[config.mk]
export PLATFORM = sky130hd
export DESIGN_NAME = vector_fetch_sequencer
export DESIGN_NICKNAME = d
export VERILOG_FILES = /design/src/rtl/cpu_pkg.sv /design/src/rtl/int_request_arbiter.sv /design/src/rtl/vector_fetch_sequencer.sv
export SDC_FILE = /design/constraint.sdc
export NUM_CORES = 1
export LEC_CHECK = 0
export ABC_AREA = 1
export CORE_MARGIN = 4
export CORE_UTILIZATION = 37
export DETAILED_ROUTE_END_ITERATION = 6
export HOLD_SLACK_MARGIN = 0.12
export PLACE_DENSITY_LB_ADDON = 0.05
export SLEW_MARGIN = 20
export SYNTH_ARGS = -nofsm -noshare
export SYNTH_HDL_FRONTEND = slang
export SYNTH_SLANG_ARGS = --single-unit
[constraint.sdc]
create_clock -name sys_clock -period 1.6 [get_ports sys_clock]
set_input_delay 0.16 -clock sys_clock [delete_from_list [all_inputs] [get_ports sys_clock]]
set_output_delay 0.16 -clock sys_clock [all_outputs]
set_load 0.01 [all_outputs]
[src/rtl/cpu_pkg.sv]
// cpu_pkg: shared sequencer states, request kinds, vector and stack constants.
// Ports: none (package). Optional BRK support is selected by VECTOR_FETCH_BRK_EN.
package cpu_pkg;

  typedef enum logic [2:0] {
    IDLE,
    PUSH_PCH,
    PUSH_PCL,
    PUSH_P,
    VEC_LO,
    VEC_HI,
    LOAD_PC
  } seq_state_t;

  typedef enum logic [1:0] {
    KIND_RES,
    KIND_NMI,
    KIND_BRK,
    KIND_IRQ
  } req_kind_t;

  localparam logic [15:0] VEC_NMI    = 16'hFFFA;
  localparam logic [15:0] VEC_RES    = 16'hFFFC;
  localparam logic [15:0] VEC_IRQ    = 16'hFFFE;
  localparam logic [7:0]  STACK_PAGE = 8'h01;

  function automatic logic [15:0] vec_base(req_kind_t k);
    logic [15:0] v;
    v = VEC_IRQ;
    case (k)
      KIND_RES: v = VEC_RES;
      KIND_NMI: v = VEC_NMI;
      default:  v = VEC_IRQ;
    endcase
    return v;
  endfunction

endpackage

[src/rtl/int_request_arbiter.sv]
// int_request_arbiter: NMI falling-edge latch and RES > NMI > BRK > IRQ priority.
// Ports: i_clk/i_rst_n/i_step, request inputs, i_nmi_clr; o_req, o_nmi, o_kind. Macro: VECTOR_FETCH_BRK_EN.
module int_request_arbiter
  import cpu_pkg::*;
(
  input  logic       i_clk,
  input  logic       i_rst_n,
  input  logic       i_step,
  input  logic       i_res,
  input  logic       i_nmi_n,
  input  logic       i_brk,
  input  logic       i_irq_n,
  input  logic       i_i_flag,
  input  logic       i_nmi_clr,
  output logic       o_req,
  output logic       o_nmi,
  output logic [1:0] o_kind
);

  logic r_nmi_prev;
  logic r_nmi_lat;
  logic w_fall;
  logic w_irq;
  logic w_brk;

`ifdef VECTOR_FETCH_BRK_EN
  assign w_brk = i_brk;
`else
  assign w_brk = 1'b0 & i_brk;
`endif

  assign w_fall = r_nmi_prev & ~i_nmi_n;
  // A fresh edge counts as pending in the same cycle it is seen.
  assign o_nmi  = r_nmi_lat | w_fall;
  assign w_irq  = ~i_irq_n & ~i_i_flag;
  assign o_req  = i_res | o_nmi | w_brk | w_irq;

  always_ff @(posedge i_clk or negedge i_rst_n) begin
    if (!i_rst_n) begin
      r_nmi_prev <= 1'b1;
      r_nmi_lat  <= 1'b0;
    end else if (i_step) begin
      r_nmi_prev <= i_nmi_n;
      if (i_nmi_clr)
        r_nmi_lat <= 1'b0;
      else if (w_fall)
        r_nmi_lat <= 1'b1;
    end
  end

  always_comb begin
    o_kind = KIND_IRQ;
    if (i_res)
      o_kind = KIND_RES;
    else if (o_nmi)
      o_kind = KIND_NMI;
    else if (w_brk)
      o_kind = KIND_BRK;
  end

endmodule

[src/rtl/vector_fetch_sequencer.sv]
// vector_fetch_sequencer: interrupt/reset entry sequence (push PC,P; fetch vector; load PC).
// Ports: sys_clock/reset/clk_ph2_enable, requests, PC/SP/P/data in; bus, PC load, SP/flag strobes out. Macro: VECTOR_FETCH_BRK_EN.
module vector_fetch_sequencer
  import cpu_pkg::*;
(
  input  logic        sys_clock,
  input  logic        reset,
  input  logic        clk_ph2_enable,
  input  logic        res_req,
  input  logic        brk_req,
  input  logic        instr_boundary,
  input  logic        i_flag,
  input  logic        nmi_n,
  input  logic        irq_n,
  input  logic [7:0]  PCL_in,
  input  logic [7:0]  PCH_in,
  input  logic [7:0]  sp_in,
  input  logic [7:0]  status_in,
  input  logic [7:0]  data_in,
  output logic [15:0] addr_out,
  output logic [7:0]  data_out,
  output logic        rw_out,
  output logic [7:0]  ADL_out,
  output logic [7:0]  ADH_out,
  output logic        ADL_in_en,
  output logic        ADH_in_en,
  output logic        PCL_in_enable,
  output logic        PCH_in_enable,
  output logic        INC_en,
  output logic        sp_dec,
  output logic        set_i,
  output logic        busy,
  output logic        seq_done
);

  seq_state_t  r_state;
  seq_state_t  w_next;
  req_kind_t   r_kind;
  logic [15:0] r_vec;
  logic [7:0]  r_adl;
  logic [7:0]  r_adh;
  logic        r_por;
  logic        w_req;
  logic        w_nmi;
  logic [1:0]  w_kind;
  logic        w_start;
  logic        w_nmi_clr;
  logic        w_hijack;
  logic        w_res;
  logic        w_p_b;
  logic [7:0]  w_p;

  // Power-on RES is folded into the reset request so it wins priority.
  int_request_arbiter u_arb (
    .i_clk     (sys_clock),
    .i_rst_n   (reset),
    .i_step    (clk_ph2_enable),
    .i_res     (res_req | r_por),
    .i_nmi_n   (nmi_n),
    .i_brk     (brk_req),
    .i_irq_n   (irq_n),
    .i_i_flag  (i_flag),
    .i_nmi_clr (w_nmi_clr),
    .o_req     (w_req),
    .o_nmi     (w_nmi),
    .o_kind    (w_kind)
  );

  always_ff @(posedge sys_clock or negedge reset) begin
    if (!reset)
      r_state <= IDLE;
    else if (clk_ph2_enable)
      r_state <= w_next;
  end

  always_comb begin
    w_next = r_state;
    unique case (r_state)
      IDLE:
        if (r_por || (instr_boundary && w_req))
          w_next = PUSH_PCH;
      PUSH_PCH: w_next = PUSH_PCL;
      PUSH_PCL: w_next = PUSH_P;
      PUSH_P:   w_next = VEC_LO;
      VEC_LO:   w_next = VEC_HI;
      VEC_HI:   w_next = LOAD_PC;
      LOAD_PC:  w_next = IDLE;
      default:  w_next = IDLE;
    endcase
    if (r_state != IDLE && res_req)
      w_next = PUSH_PCH;
  end

  // PUSH_PCH is only ever entered by a start or a RES abort.
  assign w_start   = (w_next == PUSH_PCH);
  assign w_nmi_clr = (r_state == PUSH_P) && (w_next == VEC_LO);
  assign w_hijack  = w_nmi_clr && w_nmi &&
                     (r_kind == KIND_IRQ || r_kind == KIND_BRK);

  always_ff @(posedge sys_clock or negedge reset) begin
    if (!reset) begin
      r_kind <= KIND_RES;
      r_vec  <= VEC_RES;
      r_adl  <= 8'h00;
      r_adh  <= 8'h00;
      r_por  <= 1'b1;
    end else if (clk_ph2_enable) begin
      r_por <= 1'b0;
      if (w_start) begin
        r_kind <= req_kind_t'(w_kind);
        r_vec  <= vec_base(req_kind_t'(w_kind));
      end else if (w_hijack) begin
        r_vec <= VEC_NMI;
      end
      if (r_state == VEC_LO)
        r_adl <= data_in;
      if (r_state == VEC_HI)
        r_adh <= data_in;
    end
  end

`ifdef VECTOR_FETCH_BRK_EN
  assign w_p_b = (r_kind == KIND_BRK);
`else
  assign w_p_b = 1'b0;
`endif

  assign w_res = (r_kind == KIND_RES);
  assign w_p   = (status_in & 8'hEF) | {3'b000, w_p_b, 4'h0};

  always_comb begin
    addr_out  = 16'h0000;
    data_out  = 8'h00;
    rw_out    = 1'b1;
    sp_dec    = 1'b0;
    ADL_in_en = 1'b0;
    ADH_in_en = 1'b0;
    set_i     = 1'b0;
    seq_done  = 1'b0;
    unique case (r_state)
      PUSH_PCH: begin
        addr_out = {STACK_PAGE, sp_in};
        sp_dec   = 1'b1;
        rw_out   = w_res;
        data_out = w_res ? 8'h00 : PCH_in;
      end
      PUSH_PCL: begin
        addr_out = {STACK_PAGE, sp_in};
        sp_dec   = 1'b1;
        rw_out   = w_res;
        data_out = w_res ? 8'h00 : PCL_in;
      end
      PUSH_P: begin
        addr_out = {STACK_PAGE, sp_in};
        sp_dec   = 1'b1;
        rw_out   = w_res;
        data_out = w_res ? 8'h00 : w_p;
      end
      VEC_LO: addr_out = r_vec;
      VEC_HI: addr_out = r_vec + 16'd1;
      LOAD_PC: begin
        ADL_in_en = 1'b1;
        ADH_in_en = 1'b1;
        set_i     = 1'b1;
        seq_done  = 1'b1;
      end
      default: ;
    endcase
  end

  assign busy          = (r_state != IDLE);
  assign ADL_out       = r_adl;
  assign ADH_out       = r_adh;
  // PC increment and direct PC byte loads belong to the core, not here.
  assign INC_en        = 1'b0;
  assign PCL_in_enable = 1'b0;
  assign PCH_in_enable = 1'b0;

endmodule

==> results by group <==
Worst hold path
  – Hold Crit Class: input pin to async pin

Setup path
  – WS Path Type: flop to output pin
  – Crit Path Max Fanout: 5
  – CP Data Arrival Time: roughly 1600 ps
  – Crit path launch type: flop
  – CP required: around 1400 ps
  – Crit end category: output pin

Clock network
  – H-tree levels: 1
  – Worst-Skew Late Latency: roughly 270 ps
  – # clock sinks: 26
  – CTS Buf Count: 3
  – Clock-pin slew on the worst setup and hold paths: around 90 ps
  – CTS root buf: clkbuf_8
  – CTS tree: done
  – Max Buffers Root-to-Sink: 2

Power
  – Net Switching: around 2.2 mW
  – Largest vdd supply drop: between 0.0009 and 0.001 V
  – Sequential Power Share: 0.204
  – Logic pwr share: 0.698
  – Leakage Power: 1.40 nW
  – Clock Power Share: 0.098
  – Pwr dens: between 1500 and 2000 mW/mm2
  – Internal Pwr Total: 3.40 mW
  – Switching Share: 0.394

Global route
  – Gr ovfl total: 0
  – Largest net degree at the start of global routing: 27
  – Gr usage total: 0.184
  – Vias in the first global route: 1,673
  – First-pass GRT wire length: roughly 7700 um
  – Antenna violations before repair: 0

STA
  – Fin. Hold Viols: 0
  – Final clock skew: between 3 and 4 ps
  – RSZ-0062 raised after global routing: true
  – Endpoints failing setup: 23
  – Fin. max-slew vios: 0
  – Post-layout min period: approximately 1800 ps
  – Fmax: approximately 570 MHz
  – Final WS setup: -157 ps
  – Final worst-path cycle share: 1.10
  – Setup TNS: -1740 ps

Drt
  – WL/cell: between 10 and 15 um
  – Routed WL: 5200 um
  – Final ANT Viol Nets: 0
  – First-pass iteration count of the detailed router: 4
  – DR vias: 1,744
  – Iter 0 DRT Violations: 43
  – Via-to-Cell Ratio: 4.60
  – DR DRC count: 0

Synth
  – Cell Area, Synth: between 0.0015 and 0.002 mm2
  – Top post-synthesis cells by area: dfrtp_1 36%, nand2_1 17%, o21ai_2 6.0%, buf_4 5.7%, dfstp_2 4.9%
  – Post-synth top area share: 0.361
  – Synth warnings: 0
  – Seq/Total Area, Yosys: 0.411
  – FF+latch count, synth: 26
  – Yosys cell types: 23
  – Post-Syn Area per Cell: ~7.7 um2
  – Mapped Cells: 206
  – Leading area contributor after synthesis: dfrtp_1

Final layout
  – Diodes inserted: 0
  – Layout area overhead: 82.5%
  – Final nets: roughly 380
  – Ratio of cells with drive above 1 in the final layout: 0.389

Floorplan
  – Die area: around 0.0054 mm2
  – Die height: approximately 74 um
  – Ports: just under 100
  – Initial Utilization: 0.390
  – Core box area: 0.00409 mm2
  – DIE WIDTH: around 74 um
  – Site Rows: 23

Placement
  – Buffers on Ports: between 90 and 100
  – Final Wtd Congestion: between 0.8 and 0.9
  – Worst slack at placement: -184 ps
  – Post-DP HPWL: 3710 um

Outcome
  – Violated checks: negative setup slack
  – Status: complete, but fails checks

Flow run
  – Max cap viols: 0
## cells in the final DEF (no fill, tap or decap), types with 2 or more instances in the layout
cell and n:
a21oi_2 2, a22o_1 2, a31oi_1 8, buf_2 13, buf_4 27, buf_6 26
clkbuf_2 5, clkbuf_8 3, clkdlybuf4s50_1 62, conb_1 3, dfrtp_1 21, dfrtp_2 2
dfstp_2 3, inv_1 17, inv_2 6, nand2_1 62, nand2_2 10, nand2_4 6
nand3_1 6, nor2_1 4, nor2_2 2, nor2_4 7, o21ai_0 5, o21ai_1 8
o21ai_2 10
## sequential cells by signal (all words and copies together) (netlist names)
| register | count |
|---|---|
| r_state | 3 |
| ADL_out | 8 |
| u_arb.r_nmi_lat | 1 |
| r_vec | 2 |
| u_arb.r_nmi_prev | 1 |
| ADH_out | 8 |
| r_kind | 2 |
| r_por | 1 |
## synthesized netlist by cell type, drive strengths merged
library cell   n
nand3          7
a22o           2
nand4          1
dfstp          3
a31oi          8
nor2          13
dfrtp         23
buf           17
a21oi          2
o21ai         24
inv           25
o211ai         1
conb           1
nand2         78
nor3           1
## final cells by class
cell class                 instances  area [um2]
multi-input combinational        140         793
inverter                          25         101
clock buffer                       3        41.3
fill                             335        1180
sequential                        26         657
timing repair buffer             134        1220
tap                               50        62.6
clock inverter                     1        30.0
## routing by layer
layer	GRT usage	vias to the layer above	part of all wire
li1	-	882	-
met1	0.220	775	0.41
met2	0.324	78	0.49
met3	0.0451	9	0.086
met4	0.0543	0	0.016
met5	0	-	0
## worst max-delay path, cell delays in order (launching register included)
cell,delay (ps)
dfrtp_2,450
inv_4,60
nor2_4,110
inv_2,60
nor2_4,170
buf_6,130
nand2_2,40
a31oi_1,150
buf_2,150
## power groups by stage
stage               Combinational (mW)  Sequential, mW  Clock (mW)
floorplan                         1.51            1.19           0
global placement                  3.21            1.13           0
detailed placement                3.23            1.14           0
CTS                               3.40            1.14       0.551
global route                      4.24            1.18       0.581
finish                            3.91            1.14       0.547
## through the flow
step | cell area, um2 | utilization | instances | total power, mW | hold WS [ps]
after floorplan | 1600 | - | 208 | 2.70 | -136
after global placement | 2640 | 0.647 | 360 | 4.34 | 437
after detailed placement | 2640 | 0.647 | 360 | 4.36 | 447
after CTS | 2760 | 0.675 | 376 | 5.09 | 261
after global routing | 2910 | 0.711 | 379 | 6.00 | 286
final | 2910 | 0.711 | 379 | 5.60 | 246
## path summary, 6_finish.rpt
kind,from,to,slack (ps),cells after the start
setup / recovery,r_state[0],data_out[0],-160,8
hold / removal,reset,r_state[0],250,2
setup reg to reg,r_state[1],r_kind[1],10,11
hold reg to reg,r_por,r_por,460,2
max in group asynchronous,reset,r_vec[2],1050,2
min in group sys_clock,nmi_n,u_arb.r_nmi_prev,430,3
## logic make-up after synthesis
kind of cell / after synthesis / share of synthesized area
other: 1 / 0.00235
flip-flops: 26 / 0.411
AND/OR/NAND/NOR: 100 / 0.281
buffers and inverters: 42 / 0.151
AO/OA/AOI/OAI: 37 / 0.155
## repair_timing
action | 4_1_cts | 5_1_grt
endpoints found under the setup margin | 31 | 36
cloned | 0 | 1
setup buffers | 12 | 5
resized for setup | 127 | 56
hold buffers | 0 | 0
pin swaps | 2 | 7
Power figures use the tool's default switching activity.
==> RTL edit 1: new RTL, same settings <==
Build with the macro `VECTOR_FETCH_BRK_EN` defined.
--- a/src/rtl/int_request_arbiter.sv
+++ b/src/rtl/int_request_arbiter.sv
@@ -1,5 +1,7 @@
 // int_request_arbiter: NMI falling-edge latch and RES > NMI > BRK > IRQ priority.
 // Ports: i_clk/i_rst_n/i_step, request inputs, i_nmi_clr; o_req, o_nmi, o_kind. Macro: VECTOR_FETCH_BRK_EN.
+`define VECTOR_FETCH_BRK_EN
+
 module int_request_arbiter
   import cpu_pkg::*;
 (
Formal check against the unedited RTL: not equivalent (a bounded check fails within 10 cycles, from zero or initial values and one cycle with reset low).
==> RTL edit 1 against the original RTL <==
- the flow still finishes with violations (negative setup slack)
- power down 25%
- sequential cell count unchanged
- final area decreased by 4.2%
- die area down 2.7%
- maximum frequency rose by 0.12%
- synthesized area is 3.1% lower
- wire length decreased by 7.3%
- clock power barely moved
- worst setup slack gained 0.0021 ns
- critical path type unchanged
- critical endpoint is now data_out[7]
==> RTL edit 1: results (changes against the original RTL) <==
| Result | This run | Unit | vs unedited |
|:---|:---|:---|:---|
| Result of the run | finished with violations | - |  |
| GPL Wtd Cong | 0.810 | - | -8.4% |
| Post-synthesis sequential area ratio | 42.4 | % | +1.3 points |
| Number of setup violations in the final report | 14 | - | -39% |
| Reg-to-reg setup timing slack | 0.13 | ns | +0.12 ns |
| Critical path endpoint | data_out[7] | - |  |
| PortBufs | 94 | - | +1.1% |
| Global-route wire length before repair | 7710 | um | -0.18% |
| CP startpoint | r_state[2] | - |  |
| Initial antenna violation count | 0 | - | unchanged |
| Final TNS setup | -1.20 | ns | +0.539 ns |
| Ratio of cells with drive above 1 in the final layout | 35.9 | % | -3.0 points |
| Violations in the final reports | negative setup slack | - |  |
| Post-Route Skew | 0.00554 | ns | +0.00223 ns |
| Placed cell areas | 2590 | um^2 | -2.0% |
| Fin worst setup slack | -0.155 | ns | +0.00215 ns |
| Cell types occupying the most area after synthesis | sky130_fd_sc_hd__dfrtp_1 37%, sky130_fd_sc_hd__nand2_1 16%, sky130_fd_sc_hd__buf_4 5.8%, sky130_fd_sc_hd__dfstp_2 5.1%, sky130_fd_sc_hd__o21ai_2 5.1% | - |  |
| P_sw | 0.00162 | W | -26% |
| Worst Setup Slack post-DPL | -0.251 | ns | -0.0668 ns |
| Wire per inst | 13.2 | um | -3.8% |
| Dpl cells | 349 | - | -3.1% |
| Hpwl dp | 3670 | um | -1.1% |
| Vias in the first global route | 1,688 | - | +0.90% |
| Standby leakage power | 1.35 | nW | -3.7% |
| DRC violation total after the first TritonRoute iteration | 69 | - | +60% |
| Beginning of the worst register-to-register path | r_state[0] | - |  |
| Multi-input combinational cell area | 783 | um^2 | -1.3% |
| FF-to-FF path depth | 8 | - | -3 |
| Kind of cell adding the most delay to the critical path | buffers and inverters | - |  |
| Number of unique standard cell types used by synthesis | 32 | - | +39% |
| Layout net count | 365 | - | -3.7% |
| Mean area per synthesized cell | 7.80 | um^2 | +0.85% |
| Routed WL | 4820 | um | -7.3% |
| Arrival time at the worst endpoint | 1.59 | ns |  |
| Total Routing Usage GR | 18.3 | % | -0.13 points |
| Detailed-route vias per instance | 4.65 | - | +1.2% |
| Maximum number of pins on one net before global-route repair | 27 | - | unchanged |
[RTL edit 1: timing repair]
action,in CTS,in global routing
cloned,1,0
buffers inserted,10,2
resized for setup,137,23
endpoints found under the setup margin,31,31
pin swaps,7,10
[RTL edit 1: metal layers]
metal | up-vias | wire, um | track usage, %
met5 | - | 0 | 0
met4 | 0 | 25 | 3.69
met3 | 2 | 310 | 3.72
met2 | 56 | 2370 | 31.4
met1 | 777 | 2110 | 23.9
li1 | 864 | - | -
[RTL edit 1: final cells by class]
type / count / share of cell area, %
Clock buffer: 3 / 1.48
Clock inverter: 1 / 1.08
Inverter: 21 / 3.10
Multi-Input combinational cell: 138 / 28.1
Sequential cell: 26 / 23.6
Tap cell: 50 / 2.25
Timing Repair Buffer: 126 / 40.3
[RTL edit 1: through the flow]
step,hold slack [ns],power (W)
global route,0.277,0.00452
finish,0.245,0.00422
floorplan,-0.136,0.00215
global placement,0.447,0.00339
detailed placement,0.457,0.00342
CTS,0.260,0.00411
[RTL edit 1: cells by family after synthesis]
| logic type | share of synthesized area [%] |
|---|---|
| flops | 42.4 |
| buf+inv | 13.2 |
| simple gates | 26.9 |
| other cells | 0.243 |
| compound gates | 17.3 |
[RTL edit 1: worst min-delay path by stage]
stage | startpoint | end
final | reset | ADL_out[6]
after global placement | r_por | r_por
after detailed placement | r_por | r_por
after floorplan | reset | ADH_out[0]
after global routing | reset | ADH_out[4]
after CTS | reset | ADH_out[4]
[RTL edit 1: power groups by stage]
stage,Sequential [W],Combinational [W],Clock [W]
final,0.00113,0.00254,0.000547
after CTS,0.00113,0.00242,0.000562
after global routing,0.00116,0.00276,0.000597
after detailed placement,0.00111,0.00231,0
after floorplan,0.00117,0.000983,0
after global placement,0.00111,0.00227,0
==> RTL edit 2: new RTL, config.mk and constraints unchanged <==
Without the edit above. The 7 states of `seq_state_t` get a Gray code encoding in 3 bits.
--- a/src/rtl/cpu_pkg.sv
+++ b/src/rtl/cpu_pkg.sv
@@ -3,13 +3,13 @@
 package cpu_pkg;
 
   typedef enum logic [2:0] {
-    IDLE,
-    PUSH_PCH,
-    PUSH_PCL,
-    PUSH_P,
-    VEC_LO,
-    VEC_HI,
-    LOAD_PC
+    IDLE     = 3'b000,
+    PUSH_PCH = 3'b001,
+    PUSH_PCL = 3'b011,
+    PUSH_P   = 3'b010,
+    VEC_LO   = 3'b110,
+    VEC_HI   = 3'b111,
+    LOAD_PC  = 3'b101
   } seq_state_t;
 
   typedef enum logic [1:0] {
Formal check against the unedited RTL: same outputs for any inputs over 10 cycles, from zero or initial values and one cycle with reset low; not proved beyond that.
==> RTL edit 2 against the original RTL <==
- the run still ends with negative setup slack left
- synthesized area is 7.4% lower
- first-iteration DRC count increased by 110%
- worst hold slack improved by 0.010 ns
- final area is 8.3% lower
- worst setup slack improved by 0.051 ns
- wire length decreased by 8.3%
- sequential cell count unchanged
- highest routed layer unchanged
Power is not compared: it rests on default switching activity, and its combinational part moved more than twofold at a synthesized area within 25%.
==> RTL edit 2: results (changes against the original RTL) <==
| Result | This run | Unit | vs unedited |
|:---|:---|:---|:---|
| Result of the run | finished with violations | - |  |
| Violations in the final reports | negative setup slack | - |  |
| Largest fanout of any net on the critical path | 7 | - | +2 |
| Leading cell types by count after synthesis | 72 x sky130_fd_sc_hd__nand2_1, 23 x sky130_fd_sc_hd__dfrtp_1, 19 x sky130_fd_sc_hd__inv_1, 19 x sky130_fd_sc_hd__o21ai_1, 12 x sky130_fd_sc_hd__buf_4 | - |  |
| Number of vias after detailed routing | 1,699 | - | -2.6% |
| Sw frac | 36.7 | % |  |
| CTS Buf Count | 3 | - | unchanged |
| Maximum number of pins on one net before global-route repair | 27 | - | unchanged |
| Vias in the first global route | 1,602 | - | -4.2% |
| Max stage delay on crit path | 0.40 | ns | -0.05 ns |
| Cell types occupying the most area after synthesis | sky130_fd_sc_hd__dfrtp_1 39%, sky130_fd_sc_hd__nand2_1 18%, sky130_fd_sc_hd__o21ai_1 6.4%, sky130_fd_sc_hd__buf_4 6.1%, sky130_fd_sc_hd__dfstp_2 5.3% | - |  |
| Arrival time at the worst endpoint | 1.55 | ns | -0.05 ns |
| Hpwl dp | 3630 | um | -2.1% |
| Area fraction in compound gates after synthesis | 14.9 | % | -0.55 points |
| Max rail drop VDD | 0.810 | mV |  |
| Wire per inst | 13.3 | um | -3.1% |
| Post-synthesis sequential area ratio | 44.4 | % | +3.3 points |
| Number of resized instances in the post-cts repair step | 116 | - | -8.7% |
| Number of setup violations in the final report | 9 | - | -61% |
| Number of unique standard cell types used by synthesis | 28 | - | +22% |
| Ratio of cells with drive above 1 in the final layout | 33.4 | % | -5.5 points |
| Global-route wire length before repair | 7400 | um | -4.2% |
| Layout net count | 361 | - | -4.7% |
| Post-CTS Setup Bufs | 5 | - | -7 |
| Reg-to-reg setup timing slack | 0.06 | ns | +0.05 ns |
| Total Routing Usage GR | 17.6 | % | -0.78 points |
| Fin worst setup slack | -0.106 | ns | +0.0513 ns |
| Placed cell areas | 2530 | um^2 | -4.1% |
| GPL Wtd Cong | 0.838 | - | -5.3% |
| Fraction of registers with async set/reset | 100 | % | unchanged |
| Worst Setup Slack post-DPL | -0.157 | ns | +0.0274 ns |
| Share of cell area taken by muxes after synthesis | 0 | % | unchanged |
| Post-Route Skew | 0.00383 | ns | +0.000522 ns |
| DRC violation total after the first TritonRoute iteration | 92 | - | +110% |
-- RTL edit 2: cell type report --
class	count	area, um^2
clock buffer	4	55.1
fill	326	1080
inverter	23	88.8
multi-input combinational	134	752
sequential	26	656
tap	48	60.1
timing repair buffer	124	1050
-- RTL edit 2: final timing paths --
kind | from | to | cells past startpoint
worst max register to register | r_state[0] | r_vec[1] | 6
worst max-delay path | r_state[1] | data_out[6] | 7
min in group sys_clock | nmi_n | u_arb.r_nmi_prev | 3
worst min-delay path | reset | ADH_out[5] | 2
max in group asynchronous | reset | r_vec[2] | 2
worst min register to register | r_por | r_por | 2
-- RTL edit 2: critical path, delay by kind of cell, from the launching register on --
family                 cells  cell delay, ns
flip-flops                 1            0.40
AO/OA/AOI/OAI              1            0.16
AND/OR/NAND/NOR            2            0.21
buffers and inverters      4            0.50
-- RTL edit 2: per-stage QoR --
step	utilization (%)	total power [W]	hold WS [ns]	setup TNS, ns	instances
2_1_floorplan	-	0.00176	-0.136	0	198
3_3_place_gp	67.7	0.00272	0.436	-1.86	347
3_5_place_dp	67.7	0.00274	0.443	-2.29	347
4_1_cts	68.3	0.00314	0.270	-0.0683	356
5_1_grt	71.2	0.00351	0.287	-1.73	359
6_report	71.2	0.00326	0.256	-0.492	359
-- RTL edit 2: power by group through the flow --
stage	sequential (W)	combinational, W	clock (W)
finish	0.00107	0.00179	0.000403
global route	0.00111	0.00195	0.000445
CTS	0.00106	0.00166	0.000415
detailed placement	0.00106	0.00168	0
global placement	0.00107	0.00165	0
floorplan	0.00114	0.000623	0
-- RTL edit 2: layer usage --
metal | share of wire (%) | vias up | GRT usage (%)
met2 | 48 | 72 | 29.5
met3 | 8.7 | 2 | 4.12
li1 | - | 849 | -
met4 | 0.34 | 0 | 4.18
met5 | 0 | - | 0
met1 | 43 | 776 | 23.0
